--- src/rtl/iccm_pkg.sv ---
// -----------------------------------------------------------------------------
// iccm_pkg
// Shared definitions for the instruction-memory SRAM controller:
//   - prog_state_e : programming FSM state encoding
//   - READ_LAT_MIN / READ_LAT_MAX : supported macro read-latency range
//   - byte_enable() : collapses an 8-bit slice of a bit-granular write mask
//                     into the single byte-enable the macro understands
// -----------------------------------------------------------------------------
package iccm_pkg;

  typedef enum logic [1:0] {
    ST_IDLE  = 2'd0,
    ST_DRAIN = 2'd1,
    ST_PROG  = 2'd2,
    ST_DONE  = 2'd3
  } prog_state_e;

  localparam int unsigned READ_LAT_MIN = 1;
  localparam int unsigned READ_LAT_MAX = 3;

  // A byte is written if any bit of it is enabled in the host mask.
  function automatic logic byte_enable(input logic [7:0] bit_mask);
    return |bit_mask;
  endfunction

endpackage

--- src/rtl/iccm_rvalid_pipe.sv ---
// -----------------------------------------------------------------------------
// iccm_rvalid_pipe
// LAT-stage shift register carrying one flag per granted host read. The last
// stage is the read-valid for the data the macro returns this cycle.
//   clk_i, rst_i : clock, asynchronous active-high reset (clears all stages)
//   push_i       : a read was granted this cycle
//   valid_o      : read data from the macro is valid this cycle
//   empty_o      : no read is outstanding beyond the one (if any) completing
//                  this cycle, so the macro may be handed over next cycle
// -----------------------------------------------------------------------------
module iccm_rvalid_pipe #(
  parameter int unsigned LAT = 1
) (
  input  logic clk_i,
  input  logic rst_i,
  input  logic push_i,
  output logic valid_o,
  output logic empty_o
);

  logic [LAT-1:0] stage_q;
  logic [LAT-1:0] stage_d;

  generate
    if (LAT == 1) begin : g_one
      assign stage_d = push_i;
      // The only stage is the one completing now.
      assign empty_o = 1'b1;
    end else begin : g_multi
      assign stage_d = {stage_q[LAT-2:0], push_i};
      assign empty_o = ~|stage_q[LAT-2:0];
    end
  endgenerate

  always_ff @(posedge clk_i or posedge rst_i) begin
    if (rst_i) begin
      stage_q <= '0;
    end else begin
      stage_q <= stage_d;
    end
  end

  assign valid_o = stage_q[LAT-1];

endmodule

--- src/rtl/iccm_sram_ctrl.sv ---
// -----------------------------------------------------------------------------
// iccm_sram_ctrl
// Arbitrates a single-port SRAM macro between the host request port and a
// streaming programming channel.
//
// Handshakes:
//   host : a request is accepted in the cycle host_req_i & host_gnt_o; the
//          macro is driven combinationally in that same cycle. Reads return
//          host_rvalid_o/host_rdata_o exactly READ_LAT cycles later.
//   prog : a word transfers in the cycle prog_valid_i & prog_ready_o; valid
//          may be held without ready, data/last are sampled only on transfer.
//
// Ports:
//   clk_i, rst_i                      clock, async active-high reset
//   host_req/gnt/we/addr/wdata/wmask  host request channel
//   host_rvalid_o, host_rdata_o       host read response
//   prog_start_i, prog_base_i         open a programming session at a base
//   prog_valid/ready/data/last        programming word stream
//   prog_abort_i                      abandon the session (sets error)
//   prog_busy/done/err/count/sum      session status
//   csb_o, web_o, addr_o, wdata_o,
//   wmask_o, rdata_i                  SRAM macro port (active-low controls)
// -----------------------------------------------------------------------------
module iccm_sram_ctrl
  import iccm_pkg::*;
#(
  parameter int unsigned AW       = 12,
  parameter int unsigned DW       = 32,
  parameter int unsigned READ_LAT = 1
) (
  input  logic            clk_i,
  input  logic            rst_i,
  input  logic            host_req_i,
  output logic            host_gnt_o,
  input  logic            host_we_i,
  input  logic [AW-1:0]   host_addr_i,
  input  logic [DW-1:0]   host_wdata_i,
  input  logic [DW-1:0]   host_wmask_i,
  output logic            host_rvalid_o,
  output logic [DW-1:0]   host_rdata_o,
  input  logic            prog_start_i,
  input  logic [AW-1:0]   prog_base_i,
  input  logic            prog_valid_i,
  output logic            prog_ready_o,
  input  logic [DW-1:0]   prog_data_i,
  input  logic            prog_last_i,
  input  logic            prog_abort_i,
  output logic            prog_busy_o,
  output logic            prog_done_o,
  output logic            prog_err_o,
  output logic [AW:0]     prog_count_o,
  output logic [DW-1:0]   prog_sum_o,
  output logic            csb_o,
  output logic            web_o,
  output logic [AW-1:0]   addr_o,
  output logic [DW-1:0]   wdata_o,
  output logic [DW/8-1:0] wmask_o,
  input  logic [DW-1:0]   rdata_i
);

  localparam int unsigned NB = DW / 8;
  // Out-of-range latencies are pulled into the supported window.
  localparam int unsigned LAT = (READ_LAT < READ_LAT_MIN) ? READ_LAT_MIN :
                                (READ_LAT > READ_LAT_MAX) ? READ_LAT_MAX : READ_LAT;

  prog_state_e state_q, state_d;

  // One extra bit: the MSB flags that the session ran past DEPTH-1.
  logic [AW:0]   addr_cnt_q, addr_cnt_d;
  logic [AW:0]   count_q, count_d;
  logic [DW-1:0] sum_q, sum_d;
  logic          err_q, err_d;

  logic          host_rd_fire;
  logic          pipe_valid;
  logic          pipe_empty;
  logic [NB-1:0] host_bmask;

  generate
    for (genvar b = 0; b < NB; b++) begin : g_bmask
      assign host_bmask[b] = byte_enable(host_wmask_i[8*b +: 8]);
    end
  endgenerate

  iccm_rvalid_pipe #(
    .LAT (LAT)
  ) u_rvalid_pipe (
    .clk_i   (clk_i),
    .rst_i   (rst_i),
    .push_i  (host_rd_fire),
    .valid_o (pipe_valid),
    .empty_o (pipe_empty)
  );

  // Next-state, session bookkeeping and macro drive.
  always_comb begin
    state_d      = state_q;
    addr_cnt_d   = addr_cnt_q;
    count_d      = count_q;
    sum_d        = sum_q;
    err_d        = err_q;
    host_gnt_o   = 1'b0;
    host_rd_fire = 1'b0;
    prog_ready_o = 1'b0;
    csb_o        = 1'b1;
    web_o        = 1'b1;
    addr_o       = '0;
    wdata_o      = '0;
    wmask_o      = '0;

    unique case (state_q)
      ST_IDLE: begin
        if (prog_start_i) begin
          // Start wins over a same-cycle host request.
          state_d    = ST_DRAIN;
          addr_cnt_d = {1'b0, prog_base_i};
          count_d    = '0;
          sum_d      = '0;
          err_d      = 1'b0;
        end else if (host_req_i && !rst_i) begin
          // Gated by reset so the macro stays idle while rst_i is high.
          host_gnt_o   = 1'b1;
          host_rd_fire = ~host_we_i;
          csb_o        = 1'b0;
          web_o        = ~host_we_i;
          addr_o       = host_addr_i;
          wdata_o      = host_wdata_i;
          wmask_o      = host_bmask;
        end
      end

      ST_DRAIN: begin
        if (prog_abort_i) begin
          state_d = ST_IDLE;
          err_d   = 1'b1;
        end else if (pipe_empty) begin
          state_d = ST_PROG;
        end
      end

      ST_PROG: begin
        prog_ready_o = 1'b1;
        if (prog_abort_i) begin
          // Abort overrides any handshake in the same cycle.
          state_d = ST_IDLE;
          err_d   = 1'b1;
        end else if (prog_valid_i) begin
          if (addr_cnt_q[AW]) begin
            // Address space exhausted: drop the word and end the session.
            state_d = ST_IDLE;
            err_d   = 1'b1;
          end else begin
            csb_o      = 1'b0;
            web_o      = 1'b0;
            addr_o     = addr_cnt_q[AW-1:0];
            wdata_o    = prog_data_i;
            wmask_o    = '1;
            addr_cnt_d = addr_cnt_q + 1'b1;
            count_d    = count_q + 1'b1;
            sum_d      = sum_q + prog_data_i;
            if (prog_last_i) begin
              state_d = ST_DONE;
            end
          end
        end
      end

      ST_DONE: begin
        state_d = ST_IDLE;
      end

      default: begin
        state_d = ST_IDLE;
      end
    endcase
  end

  always_ff @(posedge clk_i or posedge rst_i) begin
    if (rst_i) begin
      state_q    <= ST_IDLE;
      addr_cnt_q <= '0;
      count_q    <= '0;
      sum_q      <= '0;
      err_q      <= 1'b0;
    end else begin
      state_q    <= state_d;
      addr_cnt_q <= addr_cnt_d;
      count_q    <= count_d;
      sum_q      <= sum_d;
      err_q      <= err_d;
    end
  end

  assign host_rvalid_o = pipe_valid;
  assign host_rdata_o  = pipe_valid ? rdata_i : '0;
  assign prog_busy_o   = (state_q != ST_IDLE);
  assign prog_done_o   = (state_q == ST_DONE);
  assign prog_err_o    = err_q;
  assign prog_count_o  = count_q;
  assign prog_sum_o    = sum_q;

endmodule
--- config.mk ---
export PLATFORM = sky130hd
export DESIGN_NAME = iccm_sram_ctrl
export DESIGN_NICKNAME = d
export VERILOG_FILES = /design/src/rtl/iccm_pkg.sv /design/src/rtl/iccm_rvalid_pipe.sv /design/src/rtl/iccm_sram_ctrl.sv
export SDC_FILE = /design/constraint.sdc
export NUM_CORES = 1
export LEC_CHECK = 0
export CAP_MARGIN = 0
export CORE_AREA = 5 5 109 111
export DETAILED_ROUTE_END_ITERATION = 8
export DIE_AREA = 0 0 114 116
export DONT_BUFFER_PORTS = 1
export PLACE_DENSITY = 0.68
export SYNTH_ARGS = -nofsm -noshare
export SYNTH_HDL_FRONTEND = slang
export SYNTH_SLANG_ARGS = --single-unit
--- constraint.sdc ---
create_clock -name clk_i -period 4.5 [get_ports clk_i]
set_input_delay 0.675 -clock clk_i [delete_from_list [all_inputs] [get_ports clk_i]]
set_output_delay 0.675 -clock clk_i [all_outputs]
set_load 0.005 [all_outputs]
==> results of run 1 <==
## cell usage after synthesis, types with 8 or more instances
| library cell | instances |
|---|---|
| sky130_fd_sc_hd__nand2b_1 | 8 |
| sky130_fd_sc_hd__xor2_1 | 20 |
| sky130_fd_sc_hd__nand2_1 | 64 |
| sky130_fd_sc_hd__clkbuf_1 | 25 |
| sky130_fd_sc_hd__a21oi_1 | 37 |
| sky130_fd_sc_hd__a21o_1 | 14 |
| sky130_fd_sc_hd__ha_1 | 37 |
| sky130_fd_sc_hd__inv_1 | 13 |
| sky130_fd_sc_hd__o21ai_0 | 57 |
| sky130_fd_sc_hd__a22o_1 | 47 |
| sky130_fd_sc_hd__nor3_1 | 8 |
| sky130_fd_sc_hd__dfrtp_1 | 62 |
| sky130_fd_sc_hd__nor2_1 | 38 |
| sky130_fd_sc_hd__nor4_1 | 9 |
| sky130_fd_sc_hd__a31oi_1 | 8 |
| sky130_fd_sc_hd__nand3_1 | 10 |
| sky130_fd_sc_hd__nor2b_1 | 10 |
| sky130_fd_sc_hd__and2_1 | 33 |
| sky130_fd_sc_hd__xnor2_1 | 15 |
| sky130_fd_sc_hd__and3_1 | 15 |
## cells by family after synthesis
group / share of synthesized area [%]
buf+inv: 3.08
xor+xnor: 5.95
mux: 0.607
simple gates: 21.5
flops: 30.1
compound gates: 29.4
fa+ha+maj: 9.37
## how the worst max path moves through the flow
| stage | start | endpoint | slack (ns) | cells past startpoint |
|---|---|---|---|---|
| 2_1_floorplan | rst_i | wdata_o[3] | 0.84 | 5 |
| 3_3_place_gp | state_q[0] | wdata_o[13] | 1.49 | 5 |
| 3_5_place_dp | state_q[0] | wdata_o[2] | 1.37 | 5 |
| 4_1_cts | state_q[0] | wdata_o[2] | 0.97 | 5 |
| 5_1_grt | state_q[0] | addr_o[7] | 0.71 | 5 |
| 6_report | state_q[0] | wdata_o[2] | 0.96 | 5 |
## critical path, stage by stage (launching register included)
cell,delay [ns]
sky130_fd_sc_hd__dfrtp_1,0.42
sky130_fd_sc_hd__inv_1,0.10
sky130_fd_sc_hd__ha_1,0.36
sky130_fd_sc_hd__nand2b_1,0.36
sky130_fd_sc_hd__nor2_4,0.93
sky130_fd_sc_hd__a22o_1,0.29
## power groups by stage
stage	registers, mW	clock network, mW	logic (mW)
global placement	0.928	0	1.29
finish	0.926	0.589	1.33
detailed placement	0.939	0	1.32
floorplan	0.854	0	1.06
global route	0.952	0.624	1.50
CTS	0.928	0.596	1.33
## registers in the layout, summed over array words and instances, names as in the netlist
name	flops
prog_err_o	1
u_rvalid_pipe.valid_o	1
addr_cnt_q	13
prog_sum_o	32
state_q	2
prog_count_o	13
## stage by stage
stage	power [mW]	worst slack [ns]	instance area, sq um	hold WS, ns	instances
global placement	2.21	1.49	5270	0.535	729
floorplan	1.92	0.839	5160	0.493	614
finish	2.84	0.961	5500	0.365	748
detailed placement	2.26	1.37	5270	0.536	729
global route	3.07	0.705	5500	0.355	747
CTS	2.85	0.967	5500	0.354	745
## final cells by class
class / instances / area [sq um] / share of cell area (%)
Antenna cell: 3 / 7.51 / 0.136
Multi-Input combinational cell: 510 / 3460 / 62.9
Clock inverter: 7 / 103 / 1.86
Timing Repair Buffer: 4 / 30.0 / 0.546
Tap cell: 140 / 175 / 3.18
Sequential cell: 62 / 1550 / 28.2
Clock buffer: 9 / 124 / 2.25
Inverter: 13 / 48.8 / 0.887
## per-layer routing
metal	global-route usage (%)	routed length, um
met1	30.6	7040
met2	50.3	9860
met3	6.68	1320
met4	13.0	849
met5	0	0
==> run summary, run 1 <==
The number of flops mapped to enable cells by yosys works out to 0. By area the synthesized netlist is led by sky130_fd_sc_hd__dfrtp_1, sky130_fd_sc_hd__ha_1, sky130_fd_sc_hd__a22o_1, sky130_fd_sc_hd__o21ai_0, sky130_fd_sc_hd__nand2_1. The tools report the post-layout net count as 798. The worst register-to-register path ends at prog_sum_o[30].

In the synthesized netlist the dominant register cell turns out to be sky130_fd_sc_hd__dfrtp_1. The standard cell core area is 10700 sq um, and the worst-margin pin slew is 1.11 ns. The HPWL after detailed placement is 15.2 mm. The final-report setup violation count was 0. The clock reaches the later pin of the worst-skew pair after 0.36 ns.

The share of synthesized area in the top cell type comes to 30.1%. Summed over all failing endpoints, the final setup total negative slack is 0 ns. The chip height is 116 um. The clock drives 62 sinks. For this run, the share of the core covered by cells in the final layout is 51.4%. In this run the critical register-to-register path is launched from state_q[0]. Counting along the longest clock path gives a buffer depth of 2. The run finished with clean final reports. In the layout the commonest cells are sky130_fd_sc_hd__nand2_1, sky130_fd_sc_hd__dfrtp_1, sky130_fd_sc_hd__o21ai_0. For the initial antenna violation count, the log shows 7. Data arrives at the worst endpoint at 2.86 ns. The routed layout has 4824 vias. The die covers 13200 sq um. Final clock period utilization by the worst path: 78.6%.

TritonCTS built the clock tree. The run gives 4767 as the number of global-route vias before repair. Post-CTS timing repair inserted 0 buffers for setup. In this run the power spent charging and discharging nets is 1.29 mW. Of all flip-flops after synthesis, the portion carrying an async set or reset was 100%. After detailed routing, the number of vias per cell comes to 6.45.

Post-CTS repair changed the size of 0 cells. The count of nets left with antenna violations once routing finished came out at 0. After synthesis, the mean cell area works out to 8.40 sq um. For this block, the initial DRC count from the detailed router was 222. Sequential cells burn 32.6% of the power. The worst hold-check path type is in2reg.

Sequential elements use 30.1% of the synthesized area. The tools report the count of endpoints failing hold in the final timing report as 0. The destination of the worst hold path is u_rvalid_pipe.valid_o. After detailed routing, the total wire length is 19.1 mm. The tools report the initial cell density of the core as 48.2%. Input and output buffers added on the ports amount to 0.

The max-slew violation count is 0. Setup repair after global routing left no endpoint under its margin. The worst hold path begins at host_we_i. For the post-synthesis instance total, the log shows 614. For this run, the top clock speed supported by timing is 0.283 GHz. For this design the ratio of total power to cell area is 517 nW/um^2.

The tools report the type of origin of the critical path as a flip-flop. The cell area after synthesis is 5160 sq um, and the net switching fraction of the power is 45.3%. The average detailed-routed wire length per instance is 25.5 um, and the global router's overall resource usage is 27.8%.

The clock share of power is 20.7%. The worst path needs 3.54 ns of the cycle, external delays included. Counting distinct cell types in the post-synthesis netlist gives 66. The largest fanout of any net on the critical path works out to 48. For the warning count from the yosys run, the log shows 0. After floorplanning, the core was divided into 38 placement rows.

The run gives 293 as the number of top-level design ports. The run gives 9 as the number of CTS-inserted buffers. The first global-routing pass estimated 27.9 mm of wire. The run gives 0 as the total global routing overflow. Hold-fix buffer count after cts: 0.

Measured along the x axis, the die boundary spans 114 um. The tools report the element type at the critical path end as a primary output. The leakage power summed over all cells is 2.48 nW, and the logic gate share of total power is 46.7%.

The worst setup path category is reg2out. The length in cells of the worst reg-to-reg path was 10; the total nets after synthesis was 812. In this run the number of H-tree levels came out at 3. Of all cell types, the one taking the most synthesized area is sky130_fd_sc_hd__dfrtp_1. The final worst clock skew was 0.0112 ns. VDD sags by at most 0.231 mV. The number of filler cells placed in the layout came out at 1012.

The worst-case register-to-register setup slack was 1.46 ns; the area growth from synthesis to final layout was 6.72%. The worst max-slew margin expressed relative to the limit is 25.6%, and the fraction of final layout cells with drive strength greater than 1 is 7.27%. Entering global routing, the biggest net connects 63 pins. The run gives 1.00 as the routability-driven placement congestion ratio. The first detailed-routing pass ran for 5 iterations. STA puts the critical path data required time at 3.83 ns. The internal power of the cells totals 1.56 mW. The root buffer cell chosen for the clock tree is sky130_fd_sc_hd__clkbuf_8. The run gives 0 as the final routed DRC violation total. The clock slew at the register clock pins of the worst setup and hold paths came out at 0.08 ns. The register bit count reported by yosys came out at 62. Leaving out fill and tap cells, the most frequent cell in the layout is sky130_fd_sc_hd__nand2_1. The depth of the worst hold-timing path is 1. Max-cap violations in this run came to 0.
Note: power is estimated with default switching activity, not from simulation.
==> run 2: changes to the inputs <==
==> constraint.sdc (replaced) <==
create_clock -name clk_i -period 3.6 [get_ports clk_i]
set_input_delay 0.54 -clock clk_i [delete_from_list [all_inputs] [get_ports clk_i]]
set_output_delay 0.54 -clock clk_i [all_outputs]
set_load 0.005 [all_outputs]
==> run 2 against run 1 <==
Effect of this change: flip-flop and latch count did not move; sequential power rose by 25%; clock power rose by 25%; worst hold slack got worse by 0.11 ns; design area rose by 0.66%; critical path depth rose by 2; combinational power rose by 27%; worst setup slack got worse by 0.62 ns; clock skew rose by 0.0038 ns; largest cell class unchanged; largest power group unchanged.
==> run summary, run 2 (synthesis results as in run 1) <==
The worst setup path category was reg2out. The design draws 3.58 mW. Data on the critical path is required at its endpoint by 3.06 ns.

Derived from the worst setup path, the maximum achievable clock frequency is 0.307 GHz. The number of nets with antenna violations after detailed routing is 0, and the floorplan die area is 13200 sq um. Input and output buffers added on the ports amount to 0. The tool flagged a number of max-cap violations equal to 0.

After global routing the overflow that remains totals 0. The logs give 62 for the number of clock sinks seen by CTS and 2.72 ns for the arrival time of data at the critical path endpoint. Measured in cells, the most critical reg-to-reg path has a length of 8. The number of flip-flops in the largest register came out at 32. TritonCTS built the clock tree.

The routed layout has 4868 vias. For the count of endpoints failing hold in the final timing report, the log shows 0. Clock-pin slew was measured on the worst setup and hold paths at 0.07 ns.

The number of global-route vias before repair is 4808, and the fraction of final layout cells with drive strength greater than 1 is 7.88%. The tree is rooted in a sky130_fd_sc_hd__clkbuf_8. In this run, the clock network consumes 20.6% of the power. STA classifies the critical path endpoint as a primary output. The tools report the initial antenna violation count as 5. The pin count of the biggest net entering global routing was 63; the number of gates resized after CTS was 0. The depth of the worst hold-timing path was 1; the global router's overall resource usage was 28.1%. The minimum setup slack after placement is 0.721 ns.

Dividing the detail-routed wire length by the instance count gives 26.0 um. The end of the worst register-to-register path was prog_sum_o[17]. Ratio of routed vias to standard cells: 6.50.

The shortest clock period the worst path allows after layout is 3.26 ns. The number of H-tree levels was 3; the post-CTS setup buffer count was 0. In the routed design, unresolved DRC markers number 0. The final clock period utilization by the worst path is 90.5%, and the maximum vdd ir drop is 0.311 mV. The standard cell core area is 10700 sq um, and the maximum clock path buffer count is 2.

Width of the chip: 114 um. The setup check on the worst reg-to-reg path leaves a slack of 0.83 ns. The worst-margin pin slew was 0.832 ns. In the layout the commonest cells are sky130_fd_sc_hd__nand2_1, sky130_fd_sc_hd__dfrtp_1, sky130_fd_sc_hd__o21ai_0.

Buffers inserted to repair hold after CTS numbered 0. Relative to the synthesized area, the layout overhead comes to 7.43%. Before antenna repair, the detailed router went through 4 iterations. In this run the critical register-to-register path is launched from state_q[0].

For the placed instance count, the log shows 733. The repair_antennas step left the layout with diodes totalling 0. Routability-driven placement congestion ratio: 0.979. The library cell used most frequently in the layout, excluding fill and tap cells, is sky130_fd_sc_hd__nand2_1. The global-route wire length before repair came out at 28.2 mm. The path class of the tightest hold or removal check is in2reg. Once routing completed, OpenROAD measured the worst setup slack at 0.343 ns.

In this run the worst path has a maximum fanout of 28. The cell area after layout was 5540 sq um; the chip height was 116 um. In this run the static leakage power is 2.51 nW. The start point of the critical path was state_q[1]. Setup repair after global routing left no endpoint under its margin. The flow ran to the end, and the final reports show no timing, DRC or antenna violations. The final setup TNS was 0 ns; the number of non-filler instances in the completed layout was 749.

Sequential cells account for 32.3% of the total power. Power spread over the standard cell area amounts to 646 nW/um^2. The internal power of the cells totals 1.96 mW. Number of violations reported at the end of detailed-routing iteration 0: 251. The logs give 19.5 mm for the final wirelength and 38 for the number of rows in the core area. Headroom to the max-slew limit came out at 44.6%.

The clock network latency to the later pin of the worst-skew pair came out at 0.35 ns. Net switching fraction of the power: 45.3%. Setup violations remaining at the end of the flow were counted as 0.

Summed over all nets, the switching power comes to 1.62 mW. Pin placement for this block handled 293 I/O pins. The logic gate share of total power is 47.2%. Buffers inserted during clock tree synthesis total 9.

The critical path capture point was addr_o[8]. The detailed-placement wirelength estimate was 15.7 mm. The run gives 802 as the post-layout net count. The tools report the initial cell density of the core as 48.2%. The worst setup path is launched from a flip-flop. Across the routed clock network, the largest skew measured is 0.0150 ns.

The max-slew violation count is 0, and the placed cell area is 5310 sq um. The beginning of the worst hold path was host_we_i.
run 2: worst min path at each step:
| stage | end | slack [ns] |
|---|---|---|
| after floorplan | prog_sum_o[2] | 0.49 |
| after global placement | prog_sum_o[24] | 0.53 |
| after detailed placement | prog_sum_o[18] | 0.53 |
| after CTS | u_rvalid_pipe.valid_o | 0.24 |
| after global routing | u_rvalid_pipe.valid_o | 0.22 |
| final | u_rvalid_pipe.valid_o | 0.25 |
run 2: power groups by stage:
stage | Combinational, mW | Sequential, mW | Clock [mW]
after floorplan | 1.33 | 1.07 | 0
after global placement | 1.65 | 1.16 | 0
final | 1.69 | 1.16 | 0.736
after CTS | 1.69 | 1.16 | 0.750
after detailed placement | 1.67 | 1.17 | 0
after global routing | 1.88 | 1.19 | 0.779
run 2: worst max-delay path, cell delays in order (launching register included):
cell	delay, ns
sky130_fd_sc_hd__dfrtp_1	0.41
sky130_fd_sc_hd__inv_1	0.12
sky130_fd_sc_hd__ha_1	0.26
sky130_fd_sc_hd__inv_1	0.11
sky130_fd_sc_hd__nor2_1	0.25
sky130_fd_sc_hd__and3_2	0.57
sky130_fd_sc_hd__buf_4	0.41
sky130_fd_sc_hd__a22o_1	0.23
run 2: area by class of cell:
class	instances	area, sq um
Timing Repair Buffer	8	72.6
Inverter	13	48.8
Sequential cell	62	1550
Fill cell	1006	5160
Tap cell	140	175
Clock buffer	9	124
Clock inverter	7	104
Multi-Input combinational cell	510	3460
run 2: metrics by stage:
| stage | hold slack [ns] | util, % |
|---|---|---|
| final | 0.251 | 51.8 |
| after global routing | 0.224 | 51.8 |
| after global placement | 0.528 | 49.6 |
| after floorplan | 0.493 | - |
| after CTS | 0.237 | 51.8 |
| after detailed placement | 0.533 | 49.6 |
run 2: layer usage:
metal	part of all wire, %	global-route usage, %
met5	0	0
met4	3.3	9.26
met3	8.5	8.46
met2	52	51.6
met1	36	30.9
==> run 3: changes to the inputs <==
--- a/config.mk
+++ b/config.mk
@@ -10,6 +10,7 @@
 export DETAILED_ROUTE_END_ITERATION = 8
 export DIE_AREA = 0 0 114 116
 export DONT_BUFFER_PORTS = 1
+export GPL_TIMING_DRIVEN = 0
 export PLACE_DENSITY = 0.68
 export SYNTH_ARGS = -nofsm -noshare
 export SYNTH_HDL_FRONTEND = slang
==> constraint.sdc (replaced) <==
create_clock -name clk_i -period 3.6 [get_ports clk_i]
set_input_delay 0.36 -clock clk_i [delete_from_list [all_inputs] [get_ports clk_i]]
set_output_delay 0.36 -clock clk_i [all_outputs]
set_load 0.005 [all_outputs]
==> run 3 against run 2 <==
Effect of this change: largest power group unchanged; via count increased by 3.4%; combinational power up 3%; power up 1.3%; clock skew shrank 0.0050 ns; clock power about the same.
==> run summary, run 3 (synthesis results as in run 1) <==
Root buffer cell: sky130_fd_sc_hd__clkbuf_8. The core region is 10700 sq um. The first global-routing pass estimated 29.6 mm of wire. The final setup TNS came out at 0 ns. The sum of internal, switching and leakage power is 3.63 mW, and the width of the chip is 114 um. The post-CTS setup buffer count is 0, and the chip height is 116 um. Number of H-tree levels: 3.

The min-delay analysis places its worst path in the category in2async. After routing the design area is 5580 sq um. The run gives 824 as the post-layout net count. The number of clock buffers added by TritonCTS is 9. After layout, the worst path uses 95.3% of the clock period. TritonCTS built the clock tree. The count of endpoints failing hold in the final timing report came out at 0. At the end of routability-driven placement, the weighted congestion stood at 0.900.

In this run the tool buffered the top-level ports with 0 buffer cells. The total power density per cell area came out at 650 nW/um^2. Internal power comes to 1.96 mW. Clock latency on the worst-skew pair, taken at its later pin, is 0.36 ns. The worst pin sits at a relative slew slack of 41.4%.

After floorplanning, the core was divided into 38 placement rows. Summed over all cells, the static leakage comes to 2.51 nW. The number of top-level design ports was 293. The most common cell after layout, fill and taps aside was sky130_fd_sc_hd__nand2_1.

The number of violations reported at the end of detailed-routing iteration 0 is 319, and the total global routing overflow is 0. The pre-antenna-repair detailed-routing pass consisted of 5 iterations. The initial antenna violation count was 2.

The endpoint identified for the worst register-to-register timing path is prog_sum_o[28]. The clock slew at the register clock pins of the worst setup and hold paths was 0.08 ns. At the pin with the least slew margin, the transition time is 0.878 ns. Length in cells of the worst reg-to-reg path: 11. For the highest clock frequency the design can meet, the log shows 0.292 GHz. At the end of the flow the core is filled with cells to 52.2%. Setup violations remaining at the end of the flow were counted as 0.

The tools report the type of origin of the critical path as a flip-flop. The initial cell density of the core is 48.2%, and the required arrival time at the worst endpoint is 3.24 ns. Global routing used 30.1% of the available tracks. Setup repair after global routing left no endpoint under its margin.

The average detailed-routed wire length per instance is 26.8 um, and the maximum clock path buffer count is 2. The number of global-route vias before repair is 4950, and the final routed DRC violation total is 0. The shortest clock period the worst path allows after layout works out to 3.43 ns. The flow ran to the end, and the final reports show no timing, DRC or antenna violations. The final worst clock skew was 0.0100 ns. Worst-case register-to-register setup slack: 0.87 ns. The run gives 62 as the number of clock sinks seen by CTS. Leaving out fill and tap cells, the most frequent cells in the layout are sky130_fd_sc_hd__nand2_1, sky130_fd_sc_hd__dfrtp_1, sky130_fd_sc_hd__o21ai_0. Combinational cells account for 48.0% of the total power.

The clock network is responsible for 20.4% of the overall power. The register with the most flip-flops in the layout has 32 of them. The floorplan step defined a die boundary enclosing 13200 sq um. The tools report the placed cell area as 5350 sq um. Detailed placement ended at an HPWL of 16.8 mm. The setup path with the least slack is of type reg2out. For this design the total switching power over the nets is 1.67 mW.

For the arrival time of data at the critical path endpoint, the log shows 3.07 ns. The worst setup path is captured at a primary output. From synthesis to final layout, the design area changed by 8.23%. The final wirelength is 20.7 mm.

For the number of vias in the routed layout, the log shows 5035. The tool flagged a number of max-cap violations equal to 0. Number of nets with antenna violations after detailed routing: 0. The max-slew violation count is 0, and the relative contribution of sequential cells to total power is 31.6%. The pin count of the biggest net entering global routing is 64.

The net switching fraction of the power was 46.0%. The post-route netlist has 6.34% of its cells at a drive strength greater than 1. VDD sags by at most 0.296 mV.

The ratio of routed vias to standard cells was 6.52; the largest fanout of any net on the critical path was 10. The startpoint of the worst register-to-register path is prog_sum_o[0].
-- run 3: cell count changes in the layout (fill, tap and decap cells not counted), sizes merged --
cell | previous run | this run
clkinvlp | 0 | 1
diode | 0 | 1
clkbuf | 9 | 35
buf | 8 | 4
inv | 17 | 16
-- run 3: worst max-delay path: stages (launching register included) --
cell and delay (ns):
sky130_fd_sc_hd__dfrtp_1 0.42, sky130_fd_sc_hd__inv_1 0.10, sky130_fd_sc_hd__ha_1 0.27, sky130_fd_sc_hd__inv_1 0.12
sky130_fd_sc_hd__nor2_1 0.27, sky130_fd_sc_hd__and3_1 0.20, sky130_fd_sc_hd__clkbuf_1 0.33, sky130_fd_sc_hd__clkbuf_1 0.71
sky130_fd_sc_hd__a22o_1 0.29
-- run 3: worst max-delay path by stage --
stage               start          to  slack [ns]  cells after the start
4_1_cts        state_q[0]   addr_o[6]        0.18                      7
6_report       state_q[0]   addr_o[8]        0.17                      8
3_5_place_dp   state_q[1]   addr_o[6]        0.59                      8
2_1_floorplan       rst_i  wdata_o[3]        0.57                      5
5_1_grt        state_q[0]   addr_o[2]        0.02                      7
3_3_place_gp        rst_i   addr_o[8]       -0.75                      5
-- run 3: layout make-up --
cell class,count,area (sq um)
diodes,1,2.50
plain buffers,29,111
clock buffers,9,124
clock inverters,7,105
fillers,1023,5120
inverters,13,51.3
multi-input cells,510,3450
flip-flops and latches,62,1550
well taps,140,175
repair buffers,1,7.51
-- run 3: per-layer routing --
metal | global-route usage, % | up-vias | wire length [um]
met5 | 0 | - | 0
met4 | 10.5 | 0 | 610
met2 | 55.6 | 286 | 10800
met3 | 7.26 | 32 | 1750
li1 | - | 2310 | -
met1 | 33.8 | 2407 | 7580
-- run 3: timing repair --
action	in CTS	in global routing
endpoints found under the setup margin	0	9
gates resized for setup	0	2
hold buffers	0	0
-- run 3: power by group through the flow --
stage / registers [mW] / clock network, mW / logic, mW
after global routing: 1.18 / 0.784 / 1.93
after CTS: 1.15 / 0.749 / 1.73
final: 1.15 / 0.739 / 1.74
after detailed placement: 1.16 / 0 / 1.72
after global placement: 1.15 / 0 / 1.68
after floorplan: 1.07 / 0 / 1.33
-- run 3: stage by stage --
step,std cells,hold WS (ns),worst slack [ns]
after CTS,771,0.0485,0.180
after global placement,754,0.428,-0.745
after detailed placement,755,0.438,0.587
after global routing,772,0.0489,0.0203
final,772,0.0379,0.170
after floorplan,614,0.426,0.569
